===== src/rtl/ps2_pkg.sv =====
// Shared types and PS/2 protocol byte values for the host-side controller.
package ps2_pkg;

    typedef enum logic [2:0] {
        POWERUP,
        SEND,
        WAIT_ACK,
        WAIT_BAT,
        STREAM,
        ERROR
    } state_t;

    // Why the byte in flight was sent; selects how its reply is handled.
    typedef enum logic [1:0] {
        TX_RESET,
        TX_ENABLE,
        TX_CMD,
        TX_RESEND
    } tx_kind_t;

    localparam logic [7:0] CMD_RESET    = 8'hFF;
    localparam logic [7:0] CMD_ENABLE   = 8'hF4;
    localparam logic [7:0] CMD_RESEND   = 8'hFE;
    localparam logic [7:0] RSP_ACK      = 8'hFA;
    localparam logic [7:0] RSP_RESEND   = 8'hFE;
    localparam logic [7:0] RSP_BAT_OK   = 8'hAA;
    localparam logic [7:0] RSP_BAT_FAIL = 8'hFC;

endpackage


===== src/rtl/ps2_rx_fifo.sv =====
// First-word fall-through receive FIFO with occupancy count and sticky overflow.
module ps2_rx_fifo #(
    parameter int unsigned DEPTH = 16,
    parameter int unsigned DW    = 8
) (
    input  logic                     clk,
    input  logic                     rst_n,
    input  logic                     flush,
    input  logic                     push,
    input  logic [DW-1:0]            din,
    input  logic                     pop,
    output logic [DW-1:0]            dout,
    output logic                     empty,
    output logic [$clog2(DEPTH):0]   count,
    output logic                     overflow
);

    localparam int unsigned AW = $clog2(DEPTH);
    localparam int unsigned CW = AW + 1;

    logic [DW-1:0] mem [DEPTH];
    logic [AW-1:0] wr_ptr;
    logic [AW-1:0] rd_ptr;
    logic [CW-1:0] count_nxt;
    logic          full;
    logic          do_push;
    logic          do_pop;

    // A pop on a full FIFO frees the slot the same-cycle push lands in.
    assign full      = (count == CW'(DEPTH));
    assign do_pop    = pop && !empty;
    assign do_push   = push && (!full || do_pop);
    assign count_nxt = count + CW'(do_push) - CW'(do_pop);
    assign dout      = empty ? '0 : mem[rd_ptr];

    always_ff @(posedge clk or negedge rst_n) begin
        if (!rst_n) begin
            wr_ptr   <= '0;
            rd_ptr   <= '0;
            count    <= '0;
            empty    <= 1'b1;
            overflow <= 1'b0;
        end else if (flush) begin
            wr_ptr   <= '0;
            rd_ptr   <= '0;
            count    <= '0;
            empty    <= 1'b1;
            overflow <= 1'b0;
        end else begin
            if (do_push) wr_ptr <= wr_ptr + AW'(1);
            if (do_pop)  rd_ptr <= rd_ptr + AW'(1);
            count <= count_nxt;
            empty <= (count_nxt == '0);
            if (push && !do_push) overflow <= 1'b1;
            else if (pop)         overflow <= 1'b0;
        end
    end

    always_ff @(posedge clk) begin
        if (do_push) mem[wr_ptr] <= din;
    end

endmodule


===== src/rtl/ps2_host_ctrl.sv =====
// PS/2 host sequencer: device init handshake, receive streaming into a FIFO,
// and single-byte host commands with ACK/resend/timeout handling.
module ps2_host_ctrl
    import ps2_pkg::*;
#(
    parameter int unsigned POWERUP_CYC     = 50_000_000,
    parameter int unsigned ACK_TIMEOUT_CYC = 2_000_000,
    parameter int unsigned BAT_TIMEOUT_CYC = 100_000_000,
    parameter int unsigned MAX_RETRY       = 3,
    parameter int unsigned FIFO_DEPTH      = 16
) (
    input  logic                          clk,
    input  logic                          rst_n,
    output logic [7:0]                    xcvr_tx_data,
    output logic                          xcvr_tx_en,
    input  logic                          xcvr_clk_oe,
    input  logic                          xcvr_tx_complete,
    input  logic [7:0]                    xcvr_rx_data,
    input  logic                          xcvr_rx_valid,
    input  logic                          xcvr_rx_error,
    input  logic [7:0]                    cmd_data,
    input  logic                          cmd_valid,
    output logic                          cmd_ready,
    output logic                          cmd_done,
    input  logic                          reinit,
    input  logic                          fifo_rd,
    output logic [7:0]                    fifo_dout,
    output logic                          fifo_empty,
    output logic [$clog2(FIFO_DEPTH):0]   fifo_count,
    output logic                          overflow,
    output logic                          init_done,
    output logic                          dev_error
);

    localparam int unsigned TMR_W = 32;
    localparam int unsigned RTY_W = 8;

    state_t            state_q, state_d;
    tx_kind_t          kind_q, kind_d;
    logic [TMR_W-1:0]  timer_q, timer_d, timer_inc;
    logic [RTY_W-1:0]  retry_q, retry_d;
    logic [7:0]        tx_data_d;
    logic              tx_en_d, started_q, started_d;
    logic              reinit_pend_q, reinit_pend_d;
    logic              fe_pend_q, fe_pend_d;
    logic              cmd_ready_d, cmd_done_d, init_done_d, dev_error_d;
    logic              rx_valid_q, clk_oe_q, tx_complete_q;
    logic              rx_rise, rx_ok, rx_bad, clk_oe_rise, tx_complete_rise;
    logic              fifo_push, fifo_flush, start_tx, retry_req, go_init;

    assign rx_rise          = xcvr_rx_valid && !rx_valid_q;
    assign rx_ok            = rx_rise && !xcvr_rx_error;
    assign rx_bad           = rx_rise && xcvr_rx_error;
    assign clk_oe_rise      = xcvr_clk_oe && !clk_oe_q;
    assign tx_complete_rise = xcvr_tx_complete && !tx_complete_q;
    assign timer_inc        = (&timer_q) ? timer_q : timer_q + TMR_W'(1);

    always_ff @(posedge clk or negedge rst_n) begin
        if (!rst_n) begin
            state_q       <= POWERUP;
            kind_q        <= TX_RESET;
            timer_q       <= '0;
            retry_q       <= '0;
            xcvr_tx_data  <= 8'h00;
            xcvr_tx_en    <= 1'b0;
            started_q     <= 1'b0;
            reinit_pend_q <= 1'b0;
            fe_pend_q     <= 1'b0;
            cmd_ready     <= 1'b0;
            cmd_done      <= 1'b0;
            init_done     <= 1'b0;
            dev_error     <= 1'b0;
            rx_valid_q    <= 1'b0;
            clk_oe_q      <= 1'b0;
            tx_complete_q <= 1'b0;
        end else begin
            state_q       <= state_d;
            kind_q        <= kind_d;
            timer_q       <= timer_d;
            retry_q       <= retry_d;
            xcvr_tx_data  <= tx_data_d;
            xcvr_tx_en    <= tx_en_d;
            started_q     <= started_d;
            reinit_pend_q <= reinit_pend_d;
            fe_pend_q     <= fe_pend_d;
            cmd_ready     <= cmd_ready_d;
            cmd_done      <= cmd_done_d;
            init_done     <= init_done_d;
            dev_error     <= dev_error_d;
            rx_valid_q    <= xcvr_rx_valid;
            clk_oe_q      <= xcvr_clk_oe;
            tx_complete_q <= xcvr_tx_complete;
        end
    end

    always_comb begin
        state_d       = state_q;
        kind_d        = kind_q;
        timer_d       = timer_inc;
        retry_d       = retry_q;
        tx_data_d     = xcvr_tx_data;
        tx_en_d       = xcvr_tx_en;
        started_d     = started_q;
        reinit_pend_d = reinit_pend_q;
        fe_pend_d     = fe_pend_q;
        cmd_done_d    = 1'b0;
        fifo_push     = 1'b0;
        fifo_flush    = 1'b0;
        start_tx      = 1'b0;
        retry_req     = 1'b0;
        go_init       = 1'b0;

        case (state_q)
            POWERUP: begin
                if (timer_q == TMR_W'(POWERUP_CYC)) begin
                    start_tx  = 1'b1;
                    tx_data_d = CMD_RESET;
                    kind_d    = TX_RESET;
                    retry_d   = '0;
                end
            end
            SEND: begin
                if (rx_ok && (kind_q == TX_CMD || kind_q == TX_RESEND)) fifo_push = 1'b1;
                if (reinit) reinit_pend_d = 1'b1;
                if (xcvr_tx_en && clk_oe_rise) begin
                    tx_en_d   = 1'b0;
                    started_d = 1'b1;
                end else if (started_q && tx_complete_rise) begin
                    started_d = 1'b0;
                    if (reinit_pend_q || reinit) begin
                        go_init = 1'b1;
                    end else if (kind_q == TX_RESEND) begin
                        state_d = STREAM;
                    end else begin
                        state_d = WAIT_ACK;
                        timer_d = '0;
                    end
                end
            end
            WAIT_ACK: begin
                if (rx_ok && xcvr_rx_data == RSP_ACK) begin
                    case (kind_q)
                        TX_RESET: begin
                            state_d = WAIT_BAT;
                            timer_d = '0;
                        end
                        TX_ENABLE: state_d = STREAM;
                        default: begin
                            state_d    = STREAM;
                            cmd_done_d = 1'b1;
                        end
                    endcase
                end else if (rx_bad || (rx_ok && xcvr_rx_data == RSP_RESEND) ||
                             timer_q == TMR_W'(ACK_TIMEOUT_CYC)) begin
                    retry_req = 1'b1;
                end
                if (rx_ok && kind_q == TX_CMD && xcvr_rx_data != RSP_ACK &&
                    xcvr_rx_data != RSP_RESEND) fifo_push = 1'b1;
                if (retry_req) begin
                    if (retry_q < RTY_W'(MAX_RETRY)) begin
                        retry_d  = retry_q + RTY_W'(1);
                        start_tx = 1'b1;
                    end else begin
                        state_d = ERROR;
                    end
                end
            end
            WAIT_BAT: begin
                if (rx_ok && xcvr_rx_data == RSP_BAT_OK) begin
                    start_tx  = 1'b1;
                    tx_data_d = CMD_ENABLE;
                    kind_d    = TX_ENABLE;
                    retry_d   = '0;
                end else if (rx_bad || (rx_ok && xcvr_rx_data == RSP_BAT_FAIL) ||
                             timer_q == TMR_W'(BAT_TIMEOUT_CYC)) begin
                    state_d = ERROR;
                end
            end
            STREAM: begin
                if (rx_ok) fifo_push = 1'b1;
                // An accepted command goes first; a colliding parity error is resent after it.
                if (cmd_valid && cmd_ready) begin
                    start_tx  = 1'b1;
                    tx_data_d = cmd_data;
                    kind_d    = TX_CMD;
                    retry_d   = '0;
                    fe_pend_d = fe_pend_q || rx_bad;
                end else if (rx_bad || fe_pend_q) begin
                    start_tx  = 1'b1;
                    tx_data_d = CMD_RESEND;
                    kind_d    = TX_RESEND;
                    fe_pend_d = 1'b0;
                end
            end
            ERROR: ;
            default: state_d = POWERUP;
        endcase

        if (start_tx) begin
            state_d   = SEND;
            tx_en_d   = 1'b1;
            started_d = 1'b0;
        end

        if (reinit && state_q != SEND) go_init = 1'b1;

        // Preset the power-up counter so the reset command goes out immediately.
        if (go_init) begin
            state_d       = POWERUP;
            timer_d       = TMR_W'(POWERUP_CYC);
            fifo_flush    = 1'b1;
            tx_en_d       = 1'b0;
            started_d     = 1'b0;
            reinit_pend_d = 1'b0;
            fe_pend_d     = 1'b0;
            cmd_done_d    = 1'b0;
        end

        cmd_ready_d = (state_d == STREAM) && !fe_pend_d;
        init_done_d = (state_d == STREAM) ||
                      ((state_d == SEND || state_d == WAIT_ACK) &&
                       (kind_d == TX_CMD || kind_d == TX_RESEND));
        dev_error_d = (state_d == ERROR);
    end

    ps2_rx_fifo #(
        .DEPTH (FIFO_DEPTH),
        .DW    (8)
    ) u_rx_fifo (
        .clk      (clk),
        .rst_n    (rst_n),
        .flush    (fifo_flush),
        .push     (fifo_push),
        .din      (xcvr_rx_data),
        .pop      (fifo_rd),
        .dout     (fifo_dout),
        .empty    (fifo_empty),
        .count    (fifo_count),
        .overflow (overflow)
    );

endmodule


===== config.mk =====
export PLATFORM = sky130hd
export DESIGN_NAME = ps2_host_ctrl
export DESIGN_NICKNAME = d
export VERILOG_FILES = /design/src/rtl/ps2_pkg.sv /design/src/rtl/ps2_rx_fifo.sv /design/src/rtl/ps2_host_ctrl.sv
export SDC_FILE = /design/constraint.sdc
export NUM_CORES = 1
export LEC_CHECK = 0
export ABC_AREA = 1
export CAP_MARGIN = 0
export CORE_AREA = 10 10 148 150
export DETAILED_ROUTE_END_ITERATION = 8
export DIE_AREA = 0 0 158 160
export PLACE_DENSITY = 0.75
export SYNTH_ARGS = -nofsm -noshare
export SYNTH_HDL_FRONTEND = slang
export SYNTH_SLANG_ARGS = --single-unit

===== constraint.sdc =====
create_clock -name clk -period 2.5 [get_ports clk]
set_input_delay 0.375 -clock clk [delete_from_list [all_inputs] [get_ports clk]]
set_output_delay 0.375 -clock clk [all_outputs]
set_load 0.01 [all_outputs]

==> impl.org <==
** Status
- The flow ran to the end, but the final reports show violations.
- Violations in the final reports :: setup timing

** Min path
- The tightest min-delay check is of the input pin to flip-flop type.
- Hold path startpoint :: xcvr_clk_oe
- Counting instances, the worst hold path has a depth of 1.
- Worst min-delay path endpoint :: clk_oe_q

** Clock network
- Clock latency on the worst-skew pair, taken at its later pin, is 0.52 ns.
- The cell sitting at the root of the clock tree is a sky130_fd_sc_hd__clkbuf_16.
- Clock sinks :: 207
- Clock tree synthesis inserted a total of 23 buffers.
- Clock Tree Buf Depth :: 3
- Clock-pin slew was measured on the worst setup and hold paths at 0.06 ns.
- TritonCTS built the clock tree.
- H-Tree Level Count :: 1

** STA
- The number of failing hold endpoints at the final stage is 0.
- Headroom to the max-slew limit came out at 51.7%.
- Crit share post-route :: 103%
- Setup slack of the critical path after layout :: -0.0838 ns
- Pin slew with the least headroom to its limit :: 0.719 ns
- Final min period :: 2.58 ns
- RSZ-0062 raised after global routing :: yes
- Max-slew violation count :: 0
- Achievable frequency :: 387 MHz
- Worst-case hold slack :: 0.338 ns
- The clock arrives with 0.0166 ns of skew.
- Setup violations remaining at the end of the flow were counted as 4.

** Global route
- Remaining global-route overflow :: 0
- Largest net degree at the start of global routing :: 47
- For this run, the total global-route usage over all layers was measured as 21.0%.
- First-pass GRT wire length :: 42.7 mm
- Initial antenna violation count :: 0
- The via count of the first global-routing pass came to 8,136.

** Critical path
- Critical path required time :: 2.12 ns
- CP peak stage delay :: 0.43 ns
- Worst r2r src :: state_q[0]
- Worst Setup SP :: u_rx_fifo.rd_ptr[0]
- Largest delay contributor family on the critical path :: compound AO/OA/AOI/OAI gates
- Number of buffer and inverter instances along the worst setup path :: 4
- Endpoint type of the worst setup path :: primary output
- Across all register-to-register paths, the minimum setup slack is 0.06 ns.
- Worst path arrival time :: 2.21 ns
- Critical Path, Cell by Cell :: inv_4, buf_12, buf_6, nor2_1, o221ai_1, o211ai_1, a21oi_1, buf_2
- Critical path class :: flip-flop to primary output
- Critical-path cell with the highest stage delay :: sky130_fd_sc_hd__dfrtp_1
- The worst register-to-register path has a depth of 17.
- Along the worst path, the maximum fanout reaches 9.
- Sort of element at the start of the critical path :: flip-flop
- FF-to-FF End :: u_rx_fifo.empty

** Pwr
- Part of the total power dissipated in combinational logic :: 36.0%
- Portion of total power attributed to the clock network :: 29.8%
- Net switching is 33.5% of the power.
- Switching Power :: 3.92 mW
- Sequential fraction of design power :: 34.2%
- Internal power comes to 7.78 mW.
- The worst-case IR drop observed on VDD is 0.646 mV.
- Leakage component of the power :: 5.26 nW
- Power spread over the standard cell area amounts to 926 nW/um^2.

** Drt
- In the final routed layout, each cell accounts on average for 18.5 um.
- Via count :: 8,134
- Initial drt markers :: 689
- The first TritonRoute pass finished after 5 iterations.
- Final WL :: 26.7 mm
- After detailed routing, the number of vias per cell comes to 5.64.
- Remaining design rule violation count :: 0
- Once detail routing completed, the nets flagged for antenna violations numbered 0.

** Final layout
- The layout has 1,479 filler cells.
- Nets :: 1,226
- From synthesis to final layout, the design area changed by 24.7%.
- Post-layout instance area :: 12,600 um^2
- The repair_antennas step left the layout with diodes totalling 0.
- Utilization of the core after routing :: 66.2%
- The post-route netlist has 21.6% of its cells at a drive strength greater than 1.

** Yosys
- The synthesized netlist occupies a cell area of 10,100 um^2.
- By area the synthesized netlist is led by sky130_fd_sc_hd__edfxtp_1, sky130_fd_sc_hd__dfrtp_1, sky130_fd_sc_hd__nor2_1, sky130_fd_sc_hd__nand2_1, sky130_fd_sc_hd__o21ai_0.
- Share of flip-flops with an asynchronous set or reset after synthesis :: 38.2%
- Counting every instance in the synthesized netlist gives 1,046.
- Post-synthesis cell type count :: 52
- The Yosys step of the flow raised 0 warnings.
- Number of synthesized register bits :: 207
- Most frequently used cell type in the post-synthesis netlist :: sky130_fd_sc_hd__nor2_1
- After synthesis, flip-flops and latches occupy 57.5% of the total area.
- Of all cell types, the one taking the most synthesized area is sky130_fd_sc_hd__edfxtp_1.
- Net count after synthesis :: 1,086
- In the synthesized netlist the dominant register cell turns out to be sky130_fd_sc_hd__edfxtp_1.
- Synth cell count leaders :: sky130_fd_sc_hd__nor2_1, sky130_fd_sc_hd__nand2_1, sky130_fd_sc_hd__edfxtp_1
- Synthesized area per cell :: 9.68 um^2
- Top-area cell type share of the netlist area :: 38.0%
- In this run, synthesis inferred 128 flip-flops with an integrated enable.

** Placement
- Count of buffers inserted at the top-level ports :: 52
- At the end of routability-driven placement, the weighted congestion stood at 0.943.
- The wire-length estimate of the detail-placed layout is 18.3 mm.
- In this run the cell area measured after placement is 11,500 um^2.

** Floorplan
- Site Rows :: 51
- 53 I/O pins were placed.
- The die is 160 um tall.
- Die width :: 158 um
- Initial cell density of the core :: 53.1%
- The die covers 25,300 um^2.
- Core footprint :: 19,100 um^2

** Flow run
- Max-cap violations in this run came to 0.
==> power groups by stage <==
| stage | logic, mW | clock network (mW) | registers (mW) |
|---|---|---|---|
| 6_report | 4.21 | 3.49 | 4.00 |
| 5_1_grt | 4.58 | 3.68 | 4.02 |
| 3_5_place_dp | 3.70 | 0 | 4.06 |
| 3_3_place_gp | 3.62 | 0 | 4.05 |
| 4_1_cts | 3.99 | 3.51 | 4.00 |
| 2_1_floorplan | 2.07 | 0 | 4.07 |
==> cells in the final DEF, fill, tap and decap left out, drive strengths merged, types with 31 or more instances in the layout <==
cell type / netlist / final
nor2: 183 / 183
clkbuf: 19 / 31
nand2: 173 / 173
edfxtp: 128 / 128
dfrtp: 78 / 78
nand3: 51 / 51
buf: 10 / 98
a21oi: 37 / 37
o21ai: 96 / 96
clkdlybuf4s50: 0 / 35
inv: 125 / 127
==> state kept, by name, summed over array words and instances, names as in the netlist, 2 cells and up <==
register,cells
kind_q,2
u_rx_fifo.mem,128
xcvr_tx_data,8
timer_q,32
u_rx_fifo.wr_ptr,4
u_rx_fifo.rd_ptr,4
state_q,3
retry_q,8
u_rx_fifo.count,5
==> logic make-up (layout without fill, tap and decap cells) <==
logic type	after synthesis	after routing	synth area share [%]
adder cells (fa/ha/maj)	15	15	1.93
buffers and inverters	155	312	6.08
XOR/XNOR	12	12	1.04
multiplexers	1	1	0.0988
AND/OR/NAND/NOR	462	462	22.0
flip-flops	207	207	57.5
AO/OA/AOI/OAI	194	194	11.4
==> worst max path at each step <==
stage,end,slack [ns],cells after the start
floorplan,u_rx_fifo.empty,0.002,14
global placement,u_rx_fifo.empty,-0.67,18
detailed placement,u_rx_fifo.empty,-0.77,18
CTS,fifo_dout[1],-0.05,8
global route,fifo_dout[1],-0.12,8
finish,fifo_dout[1],-0.08,8
==> layout make-up <==
cell class	count	area, um^2	share of cell area, %
flip-flops and latches	207	5830	46.1
repair buffers	144	1390	11.0
clock inverters	13	178	1.41
well taps	238	298	2.36
inverters	126	495	3.92
clock buffers	29	598	4.73
multi-input cells	684	3850	30.5
==> metrics by stage <==
step	setup slack, ns	total power, mW	TNS, ns	std cells
final	-0.0838	11.7	-0.184	1441
after CTS	-0.0493	11.5	-0.103	1437
after detailed placement	-0.771	7.76	-76.21	1386
after global routing	-0.123	12.3	-0.795	1441
after floorplan	0.00250	6.14	0	1046
after global placement	-0.672	7.67	-67.55	1386
==> layer usage <==
| layer | up-vias | part of all wire (%) | global-route usage [%] |
|---|---|---|---|
| met5 | - | 0 | 0 |
| met4 | 0 | 2.1 | 6.23 |
| met3 | 46 | 8.7 | 4.08 |
| met2 | 340 | 49 | 35.1 |
| met1 | 3880 | 40 | 27.1 |
| li1 | 3868 | - | - |
==> timing repair <==
action	CTS	global route
cloned	1	2
buffers inserted	7	2
pin swaps	26	17
endpoints found under the hold margin	42	0
gates resized for setup	89	43
setup endpoints to repair	115	117
hold buffers	1	0
==> worst reg2reg max path: stages, from the launching register on <==
cell and delay [ns]:
sky130_fd_sc_hd__dfrtp_2 0.47, sky130_fd_sc_hd__inv_4 0.06, sky130_fd_sc_hd__nand2_4 0.06, sky130_fd_sc_hd__nor2_2 0.04, sky130_fd_sc_hd__inv_1 0.06, sky130_fd_sc_hd__o21ai_1 0.08, sky130_fd_sc_hd__a31oi_1 0.18, sky130_fd_sc_hd__nor2_2 0.08
sky130_fd_sc_hd__nand2_4 0.07, sky130_fd_sc_hd__inv_4 0.03, sky130_fd_sc_hd__ha_1 0.20, sky130_fd_sc_hd__fa_2 0.36, sky130_fd_sc_hd__a21oi_2 0.12, sky130_fd_sc_hd__nor2_1 0.05, sky130_fd_sc_hd__nor2_1 0.11, sky130_fd_sc_hd__xor2_1 0.17
sky130_fd_sc_hd__nor2_1 0.07, sky130_fd_sc_hd__nor3_1 0.17
No activity file was read; power rests on OpenSTA's default activity.
